**src/rtl/irq_queue_pkg.sv**
```systemverilog
// Shared constants for the interrupt queue: default geometry, payload and record
// layout, and the source IDs the arbiter uses when picking a pending record.
package rintaro_pkg;

    localparam int DEF_DEPTH   = 4;
    localparam int DEF_VEC_W   = 32;
    localparam int DATA_W      = 16;
    localparam int KEY_W       = 9;
    localparam int SYNC_STAGES = 2;

    // A record is {payload[DATA_W-1:0], vector[VEC_W-1:0]}, vector in the low bits.
    localparam int REC_DATA_W  = DATA_W;

    typedef enum logic [0:0] {
        SRC_KEY = 1'b0,
        SRC_BP  = 1'b1
    } src_e;

    function automatic logic [DATA_W-1:0] key_payload(input logic [KEY_W-1:0] code);
        return {{(DATA_W-KEY_W){1'b0}}, code};
    endfunction

endpackage

```
**src/rtl/irq_queue_if.sv**
```systemverilog
// Bundle of event-source, CPU-side and status signals of the interrupt queue.
// master = the surrounding system (keyboard, memory, CPU); slave = the queue.
interface irq_queue_if import rintaro_pkg::*; #(
    parameter int DEPTH = DEF_DEPTH,
    parameter int VEC_W = DEF_VEC_W
) ();

    logic                     keyPressed;
    logic [KEY_W-1:0]         keyCode;
    logic                     keyEn;
    logic                     bpHit;
    logic [DATA_W-1:0]        bpData;
    logic [VEC_W-1:0]         vector;
    logic                     intEn;
    logic                     ack;
    logic                     irq;
    logic [DATA_W-1:0]        intData;
    logic [VEC_W-1:0]         intAddr;
    logic [$clog2(DEPTH):0]   count;
    logic                     overflow;
    logic [7:0]               dropCount;

    modport master (
        output keyPressed, keyCode, keyEn, bpHit, bpData, vector, intEn, ack,
        input  irq, intData, intAddr, count, overflow, dropCount
    );

    modport slave (
        input  keyPressed, keyCode, keyEn, bpHit, bpData, vector, intEn, ack,
        output irq, intData, intAddr, count, overflow, dropCount
    );

endinterface

```
**src/rtl/irq_queue_fifo.sv**
```systemverilog
// Small flop-based synchronous FIFO; the head entry is visible combinationally
// and reads as zero while the FIFO is empty.
module irq_fifo #(
    parameter int DEPTH = 4,
    parameter int WIDTH = 48
) (
    input  logic                   clk,
    input  logic                   rst,
    input  logic                   push,
    input  logic [WIDTH-1:0]       pushData,
    input  logic                   pop,
    output logic                   full,
    output logic                   empty,
    output logic [$clog2(DEPTH):0] count,
    output logic [WIDTH-1:0]       head
);

    localparam int PW = $clog2(DEPTH);

    logic [WIDTH-1:0] mem [DEPTH];
    logic [PW-1:0]    wrPtrReg;
    logic [PW-1:0]    rdPtrReg;
    logic [PW:0]      countReg;
    logic             doPush;
    logic             doPop;

    assign empty  = (countReg == '0);
    assign full   = (countReg == (PW+1)'(DEPTH));
    assign doPop  = pop && !empty;
    // A push into a full FIFO is legal only when the head leaves on the same edge.
    assign doPush = push && (!full || doPop);

    always_ff @(posedge clk) begin
        if (doPush) begin
            mem[wrPtrReg] <= pushData;
        end
    end

    always_ff @(posedge clk) begin
        if (!rst) begin
            wrPtrReg <= '0;
            rdPtrReg <= '0;
            countReg <= '0;
        end else begin
            if (doPush) begin
                wrPtrReg <= wrPtrReg + PW'(1);
            end
            if (doPop) begin
                rdPtrReg <= rdPtrReg + PW'(1);
            end
            case ({doPush, doPop})
                2'b10:   countReg <= countReg + (PW+1)'(1);
                2'b01:   countReg <= countReg - (PW+1)'(1);
                default: countReg <= countReg;
            endcase
        end
    end

    assign count = countReg;
    assign head  = empty ? '0 : mem[rdPtrReg];

endmodule

```
**src/rtl/irq_queue.sv**
```systemverilog
// Interrupt queue: captures keyboard and breakpoint events into one-deep pending
// slots, arbitrates them into a FIFO and raises irq to the CPU for the head record.
module irq_queue import rintaro_pkg::*; #(
    parameter int DEPTH = DEF_DEPTH,
    parameter int VEC_W = DEF_VEC_W
) (
    input  logic       clk,
    input  logic       rst,
    irq_queue_if.slave bus
);

    localparam int REC_W = DATA_W + VEC_W;
    localparam int CW    = $clog2(DEPTH) + 1;

    logic [SYNC_STAGES:0] bpSyncReg;
    logic                 kpPrevReg;
    logic                 keyEvent;
    logic                 bpEvent;

    logic                 keyValidReg;
    logic                 bpValidReg;
    logic [REC_W-1:0]     keyRecReg;
    logic [REC_W-1:0]     bpRecReg;
    logic                 keyDrop;
    logic                 bpDrop;

    logic                 overflowReg;
    logic [7:0]           dropCountReg;
    logic [8:0]           dropSum;
    logic                 irqReg;
    logic                 gap;
    logic                 canPush;
    logic                 pushReq;
    src_e                 grantSrc;
    logic [REC_W-1:0]     pushRec;

    logic                 fifoFull;
    logic                 fifoEmpty;
    logic [CW-1:0]        fifoCount;
    logic [REC_W-1:0]     fifoHead;

    // Two synchronizer flops plus one delay flop; the event is the synced rising edge.
    always_ff @(posedge clk) begin
        if (!rst) begin
            bpSyncReg <= '0;
            kpPrevReg <= 1'b0;
        end else begin
            bpSyncReg <= {bpSyncReg[SYNC_STAGES-1:0], bus.bpHit};
            kpPrevReg <= bus.keyPressed;
        end
    end

    assign bpEvent  = bpSyncReg[SYNC_STAGES-1] && !bpSyncReg[SYNC_STAGES];
    assign keyEvent = bus.keyPressed && !kpPrevReg && bus.keyEn;
    assign keyDrop  = keyEvent && keyValidReg;
    assign bpDrop   = bpEvent && bpValidReg;

    always_ff @(posedge clk) begin
        if (!rst) begin
            keyValidReg <= 1'b0;
            keyRecReg   <= '0;
        end else if (keyEvent && !keyValidReg) begin
            keyValidReg <= 1'b1;
            keyRecReg   <= {key_payload(bus.keyCode), bus.vector};
        end else if (pushReq && (grantSrc == SRC_KEY)) begin
            keyValidReg <= 1'b0;
        end
    end

    always_ff @(posedge clk) begin
        if (!rst) begin
            bpValidReg <= 1'b0;
            bpRecReg   <= '0;
        end else if (bpEvent && !bpValidReg) begin
            bpValidReg <= 1'b1;
            bpRecReg   <= {bus.bpData, bus.vector};
        end else if (pushReq && (grantSrc == SRC_BP)) begin
            bpValidReg <= 1'b0;
        end
    end

    // gap marks the edge on which the CPU's acknowledge actually pops the head.
    assign gap     = bus.ack && irqReg && !fifoEmpty;
    assign canPush = !fifoFull || gap;

    always_comb begin
        grantSrc = SRC_BP;
        pushReq  = 1'b0;
        if (bpValidReg) begin
            grantSrc = SRC_BP;
            pushReq  = canPush;
        end else if (keyValidReg) begin
            grantSrc = SRC_KEY;
            pushReq  = canPush;
        end
    end

    assign pushRec = (grantSrc == SRC_BP) ? bpRecReg : keyRecReg;
    assign dropSum = {1'b0, dropCountReg} + 9'(keyDrop) + 9'(bpDrop);

    always_ff @(posedge clk) begin
        if (!rst) begin
            overflowReg  <= 1'b0;
            dropCountReg <= '0;
            irqReg       <= 1'b0;
        end else begin
            overflowReg  <= overflowReg | keyDrop | bpDrop;
            dropCountReg <= dropSum[8] ? 8'hFF : dropSum[7:0];
            irqReg       <= bus.intEn && !fifoEmpty && !gap;
        end
    end

    irq_fifo #(
        .DEPTH (DEPTH),
        .WIDTH (REC_W)
    ) u_fifo (
        .clk      (clk),
        .rst      (rst),
        .push     (pushReq),
        .pushData (pushRec),
        .pop      (gap),
        .full     (fifoFull),
        .empty    (fifoEmpty),
        .count    (fifoCount),
        .head     (fifoHead)
    );

    assign bus.irq       = irqReg;
    assign bus.intData   = fifoHead[REC_W-1 -: DATA_W];
    assign bus.intAddr   = fifoHead[VEC_W-1:0];
    assign bus.count     = fifoCount;
    assign bus.overflow  = overflowReg;
    assign bus.dropCount = dropCountReg;

endmodule

```
**src/flat_wrapper.sv**
```systemverilog
// flat-port wrapper written by rule: the top's interface ports become plain ports
module irq_queue_flat import rintaro_pkg::*;
#(
    parameter int DEPTH = DEF_DEPTH,
    parameter int VEC_W = DEF_VEC_W
)
  (clk, rst, bus_keyPressed, bus_keyCode, bus_keyEn, bus_bpHit, bus_bpData, bus_vector, bus_intEn, bus_ack, bus_irq, bus_intData, bus_intAddr, bus_count, bus_overflow, bus_dropCount);
  irq_queue_if #(.DEPTH(DEPTH), .VEC_W(VEC_W)) bus_i ();
  input  logic clk;
  input  logic rst;
  input wire logic [$bits(bus_i.keyPressed)-1:0] bus_keyPressed;
  input wire logic [$bits(bus_i.keyCode)-1:0] bus_keyCode;
  input wire logic [$bits(bus_i.keyEn)-1:0] bus_keyEn;
  input wire logic [$bits(bus_i.bpHit)-1:0] bus_bpHit;
  input wire logic [$bits(bus_i.bpData)-1:0] bus_bpData;
  input wire logic [$bits(bus_i.vector)-1:0] bus_vector;
  input wire logic [$bits(bus_i.intEn)-1:0] bus_intEn;
  input wire logic [$bits(bus_i.ack)-1:0] bus_ack;
  output wire logic [$bits(bus_i.irq)-1:0] bus_irq;
  output wire logic [$bits(bus_i.intData)-1:0] bus_intData;
  output wire logic [$bits(bus_i.intAddr)-1:0] bus_intAddr;
  output wire logic [$bits(bus_i.count)-1:0] bus_count;
  output wire logic [$bits(bus_i.overflow)-1:0] bus_overflow;
  output wire logic [$bits(bus_i.dropCount)-1:0] bus_dropCount;
  assign bus_i.keyPressed = bus_keyPressed;
  assign bus_i.keyCode = bus_keyCode;
  assign bus_i.keyEn = bus_keyEn;
  assign bus_i.bpHit = bus_bpHit;
  assign bus_i.bpData = bus_bpData;
  assign bus_i.vector = bus_vector;
  assign bus_i.intEn = bus_intEn;
  assign bus_i.ack = bus_ack;
  assign bus_irq = bus_i.irq;
  assign bus_intData = bus_i.intData;
  assign bus_intAddr = bus_i.intAddr;
  assign bus_count = bus_i.count;
  assign bus_overflow = bus_i.overflow;
  assign bus_dropCount = bus_i.dropCount;
  irq_queue #(.DEPTH(DEPTH), .VEC_W(VEC_W)) u_core (.clk(clk), .rst(rst), .bus(bus_i));
endmodule
```
**config.mk**
```make
export PLATFORM = sky130hd
export DESIGN_NAME = irq_queue_flat
export DESIGN_NICKNAME = d
export VERILOG_FILES = /design/src/rtl/irq_queue_pkg.sv /design/src/rtl/irq_queue_if.sv /design/src/rtl/irq_queue_fifo.sv /design/src/rtl/irq_queue.sv /design/src/flat_wrapper.sv
export SDC_FILE = /design/constraint.sdc
export NUM_CORES = 1
export LEC_CHECK = 0
export CORE_ASPECT_RATIO = 1.75
export CORE_MARGIN = 3
export CORE_UTILIZATION = 25
export CTS_CLUSTER_DIAMETER = 120
export DETAILED_ROUTE_END_ITERATION = 6
export PLACE_DENSITY = 0.45
export SYNTH_ARGS = -nofsm -noshare
export SYNTH_HDL_FRONTEND = slang
export SYNTH_SLANG_ARGS = --single-unit
```
**constraint.sdc**
```tcl
create_clock -name clk -period 3.4 [get_ports clk]
set_input_delay 0.34 -clock clk [delete_from_list [all_inputs] [get_ports clk]]
set_output_delay 0.34 -clock clk [all_outputs]
set_load 0.05 [all_outputs]
```
---- Word-level counts from Yosys, hierarchy flattened ----
Memory sizes are Yosys's and may differ from the RTL's. A register that Yosys moved wholly into a read port is not among the register bits.
Cells that the tools add are included.
storage, ports and cells
  input port bits ......................... 64
  register bits after elaboration ......... 112
  RAM bits ................................ 192
  memories kept ........................... 1
  word-level logic and storage cells ...... 69
  output and inout bits ................... 61
cells by class
  equal/unequal tests ..................... 3
  bitwise gates (word level) .............. 3
  multiplexer cells ....................... 16
  reductions and logical operators ........ 28
  add/subtract/negate cells ............... 6
memories
  memory             depth  width  read ports  clocked after Yosys merged registers in  write ports  RTL line              RTL
  u_core.u_fifo.mem  4      48     1           1                                        1            irq_queue_fifo.sv:20  logic [WIDTH-1:0] mem [DEPTH];
operators by type and width
  kind                                               count
  two-way mux 48 bit                                 2
  logical AND 1 bit                                  15
  two-way mux 1 bit                                  10
  adder 8 x 1 -> 9 bit                               1
  adder 9 x 1 -> 9 bit                               1
  two-way mux 8 bit                                  1
  zero test 1 bit                                    7
  one-hot mux 3 bit (2 select lines)                 1
  nonzero test 2 bit                                 3
  adder 2 x 1 -> 2 bit (second input constant)       2
  two-way mux 2 bit                                  2
  adder 3 x 1 -> 3 bit (second input constant)       1
  == test 3 bit (second input constant)              1
  zero test 3 bit                                    1
  subtractor 3 x 1 -> 3 bit (second input constant)  1
  == test 2 x 1 -> 1 bit (second input constant)     1
  == test 2 bit (second input constant)              1
  logical OR 1 bit                                   2
  bitwise OR 1 bit                                   2
  inverter 1 bit                                     1

---- Logic depth before layout (Yosys ltp) ----
  depth after elaboration ................. 9
  depth in mapped cells ................... 9
  mapped depth without buffers ............ 9

---- By module ----
From an unflattened synthesis, not the netlist that was laid out.
unflattened totals
  cell total of the unflattened synthesis .. 880
  area, all modules ....................... 12311.8 um2
by module, submodules not included
  module     seq. area each (um2)  times used  area each (um2)  cells an instance
  irq_fifo   5945.7                1           7806.2           371
  irq_queue  2102.0                1           4505.6           509

---- Worst setup path after synthesis ----
No wires, ideal clock.
  kind .................................... register to register
  from .................................... reg u_core.irqReg (netlist: u_core.bus.irq)
  to ...................................... mem u_core.u_fifo.mem[0][0] (enable)
  buffers on the path ..................... 0
  required time ........................... 2.990 ns
  stages on the path, launching flop included .. 4
  setup time .............................. 0.410 ns
  arrival time ............................ 2.522 ns
  path slack .............................. 0.467 ns
  period minus slack after synthesis ...... 2.933 ns
  path through ............................ dfxtp_1 -> nand2_1 -> a31oi_1 -> and2_1
between the ends
  cells in the longest elaborated chain, start to end .. 8
  elaborated cells on any way between the ends .. 10
  those cells by class .................... mux (4); reduce/logical (6)
RTL lines
  item                                         RTL line              RTL
  start, declared                              irq_queue.sv:30       logic irqReg;
  start signal, assigned                       irq_queue.sv:109      irqReg <= bus.intEn && !fifoEmpty && !gap;
  logical AND 1 bit (*) (2 in a row)           irq_queue.sv:83       assign gap = bus.ack && irqReg && !fifoEmpty;
  logical OR 1 bit                             irq_queue.sv:84       assign canPush = !fifoFull || gap;
  two-way mux 1 bit                            irq_queue.sv:92       end else if (keyValidReg) begin
  two-way mux 1 bit                            irq_queue.sv:89       if (bpValidReg) begin
  logical AND 1 bit (*)                        irq_queue_fifo.sv:31  assign doPush = push && (!full || doPop);
  two-way mux 1 bit (*)                        irq_queue_fifo.sv:34  if (doPush) begin
  two-way mux 1 bit (implied by the code) (*)  irq_queue_fifo.sv:35  mem[wrPtrReg] <= pushData;
  end, declared                                irq_queue_fifo.sv:20
Mark *: on every way between the ends. The rest lies on a longest branch, timed or not.

==> impl_metrics.py <==
metrics = {
    "layout": {
        "drive_gt1_share_pct": 17.8,
        "syn_to_final_growth_pct": 26.6,
        "final_cell_area_um2": 15100,
        "nets": 1069,
        "nFillCells": 4672,
        "post-route-util_pct": 32.2,
    },
    "placement": {
        "gp_congestion": 0.688,
        "dp_hpwl_mm": 20.0,
        "postPlaceCellArea_um2": 14100,
        "port_buffers": 124,
    },
    "detailed_routing": {
        "drt_pre_antenna_iters": 4,
        "vias_per_cell": 4.42,
        "drt_iter0_drc": 409,
        "vias": 7119,
        "avgRoutedWirePerCell_um": 19.5,
        "drc": 0,
        "final_antenna_net_count": 0,
        "wl_mm": 31.5,
    },
    "setup_path": {
        "slowest_delay_ns": 0.75,
        "crit_chain": "buf_4 -> mux4_2 -> nor2b_1 -> clkdlybuf4s50_1",
        "path_max_fanout": 15,
        "cp.arrival_ns": 2.86,
        "worst_setup_path_start_kind": "flop",
        "cp.required_ns": 3.06,
        "end_kind": "output pin",
        "critical-path-slowest-cell": "clkdlybuf4s50_1",
        "timing.setup.critical_path_class": "reg -> out",
    },
    "pwr": {
        "powerDensity_nw_per_um2": 534,
        "max-vdd-ir-drop_mv": 0.287,
        "fin_total_pwr_uw": 8070,
        "leakagePower_uw": 0.00493,
    },
    "logic_synthesis": {
        "synth-edff-count": 192,
        "ys_seq_area_share_pct": 67.4,
        "async_flop_share_pct": 0,
        "syn-cell-area_um2": 11900,
        "ys_warn_count": 0,
        "synth_flop_cell": "edfxtp_1",
        "syn_inst": 866,
        "postSynthAreaPerCell_um2": 13.8,
        "synth_area_leaders": "edfxtp_1 48%, dfxtp_1 19%, mux4_2 9.0%",
        "yosysTopAreaCell": "edfxtp_1",
        "syn_nets": 938,
        "synth-seq-cells": 306,
        "synth_commonest_cells": "192 x edfxtp_1, 186 x nand2_1, 114 x dfxtp_1, 96 x a21oi_1",
        "yosysUniqueCellTypes": 38,
        "yosysMostFrequentCell": "edfxtp_1",
        "netlist.area_leader.share_pct": 48.3,
    },
    "timing": {
        "period_share_pct": 94.1,
        "final_hold_viol_count": 0,
        "worst_slew_pin_slew_ns": 0.928,
        "period_needed_ns": 3.20,
        "max_freq_ghz": 0.312,
        "fin_skew_ns": 0.0131,
        "rsz0062_at_grt": "false",
        "drv_slew": 0,
        "setup-violations-final": 0,
        "setup-tns-final_ns": 0,
        "relSlewSlack_pct": 38.2,
    },
    "job": {
        "drv_cap": 0,
    },
    "clock_network": {
        "path_clk_slew_ns": 0.07,
        "cts_max_level": 1,
        "root_buffer": "clkbuf_16",
        "cts_resized": 0,
        "cts_tree": "done",
        "clock_sinks": 306,
        "clk_path_buf_depth": 3,
        "hold_buffers": 0,
        "post-cts-setup-buffers": 0,
        "numCtsBuffers": 30,
        "insertion_delay_ns": 0.56,
    },
    "global_routing": {
        "grt_pass1_vias": 7810,
        "grt_antenna_before_repair": 2,
        "overflow": 0,
        "grt_util_all_layers_pct": 12.4,
        "grt_max_degree": 58,
        "grt_pass1_wl_mm": 47.6,
    },
    "floorplan": {
        "die_h_um": 295,
        "die_area_um2": 50600,
        "coreArea_um2": 47000,
        "initial_core_util_pct": 25.4,
        "ios": 125,
        "die_w_um": 171,
        "num_rows": 105,
    },
    "worst_hold_path": {
        "hold_path.class": "in -> reg",
    },
    "status": {
        "status": "completed",
    },
}
layout by cell type (no fill, tap or decap), types with 2 or more instances in the layout:
cell	instances
buf_12	9
nand4_1	3
nor3_1	4
bufinv_16	5
a31oi_1	6
nand2_1	185
nor2b_1	48
nor2_1	9
and2_4	4
dfxtp_1	112
and2_1	11
dfxtp_4	2
mux2i_1	2
mux4_2	48
o21ai_0	5
buf_4	19
mux2_2	41
and3_1	2
xor2_1	3
o21a_1	4
nand3_1	4
ha_1	6
edfxtp_1	192
clkinv_2	8
clkbuf_1	3
clkbuf_8	3
inv_1	8
clkbuf_16	31
inv_4	2
fa_1	2
clkinv_4	3
a21oi_1	96
clkdlybuf4s50_1	124
or3_1	3
final cells by class:
cell class,instances,area (um^2),share of cell area (%)
Sequential cell,306,8060,53.3
Multi-Input combinational cell,498,3660,24.2
Timing Repair Buffer,152,1560,10.3
Clock buffer,37,828,5.48
Tap cell,588,736,4.86
Clock inverter,19,238,1.57
Inverter,9,36.3,0.240
Antenna cell,1,2.50,0.0165
logic make-up after synthesis:
logic type / share of synthesized area [%]
AO/OA/AOI/OAI: 5.02
XOR/XNOR: 0.220
adder cells (fa/ha/maj): 0.963
buffers and inverters: 2.52
flip-flops: 67.4
multiplexers: 13.1
AND/OR/NAND/NOR: 10.8
routing by layer:
| layer | track usage [%] | wire (um) | vias to the layer above |
|---|---|---|---|
| met1 | 13.6 | 11800 | 3565 |
| li1 | - | - | 3381 |
| met5 | 0 | 11 | - |
| met3 | 2.13 | 1480 | 42 |
| met2 | 24.3 | 17500 | 129 |
| met4 | 3.20 | 607 | 2 |
through the flow:
stage          instances  setup WS [ns]  hold WS (ns)
6_report            1610          0.199         0.327
5_1_grt             1609        0.00628         0.332
4_1_cts             1609         0.0580         0.298
3_5_place_dp        1553          0.702         0.427
3_3_place_gp        1553          0.687         0.432
2_1_floorplan        866          0.467         0.412
flip-flops by register name (all words and copies together) (netlist names), 2 cells and up, named ones only:
name / count
u_core.bus.dropCount: 8
u_core.u_fifo.count: 3
u_core.u_fifo.wrPtrReg: 2
u_core.bpRecReg: 48
u_core.u_fifo.rdPtrReg: 2
u_core.bpSyncReg: 3
u_core.u_fifo.mem: 192
u_core.keyRecReg: 41
where the power goes:
group	leakage (uW)	switching [uW]	internal, uW	total [uW]
Clock	0.000534	1450	2120	3560
Combinational	0.00169	292	196	488
Sequential	0.00271	28.6	3990	4020
worst max-delay path: cells and delay by family (launching register included):
kind,cells,cell delay (ns)
mux,1,0.51
buf+inv,2,1.05
simple gates,1,0.17
flops,1,0.56
final timing paths:
check	cells past startpoint	end	slack (ns)	from
worst max-delay path	4	bus_intData[14]	0.20	flop
worst min-delay path	3	u_core.keyRecReg[33]	0.33	bus_keyCode[1]
worst max register to register	8	u_core.u_fifo.count[2]	1.16	u_core.u_fifo.count[2]
worst min register to register	1	u_core.bpSyncReg[1]	0.43	u_core.bpSyncReg[0]
Power figures use the tool's default switching activity.
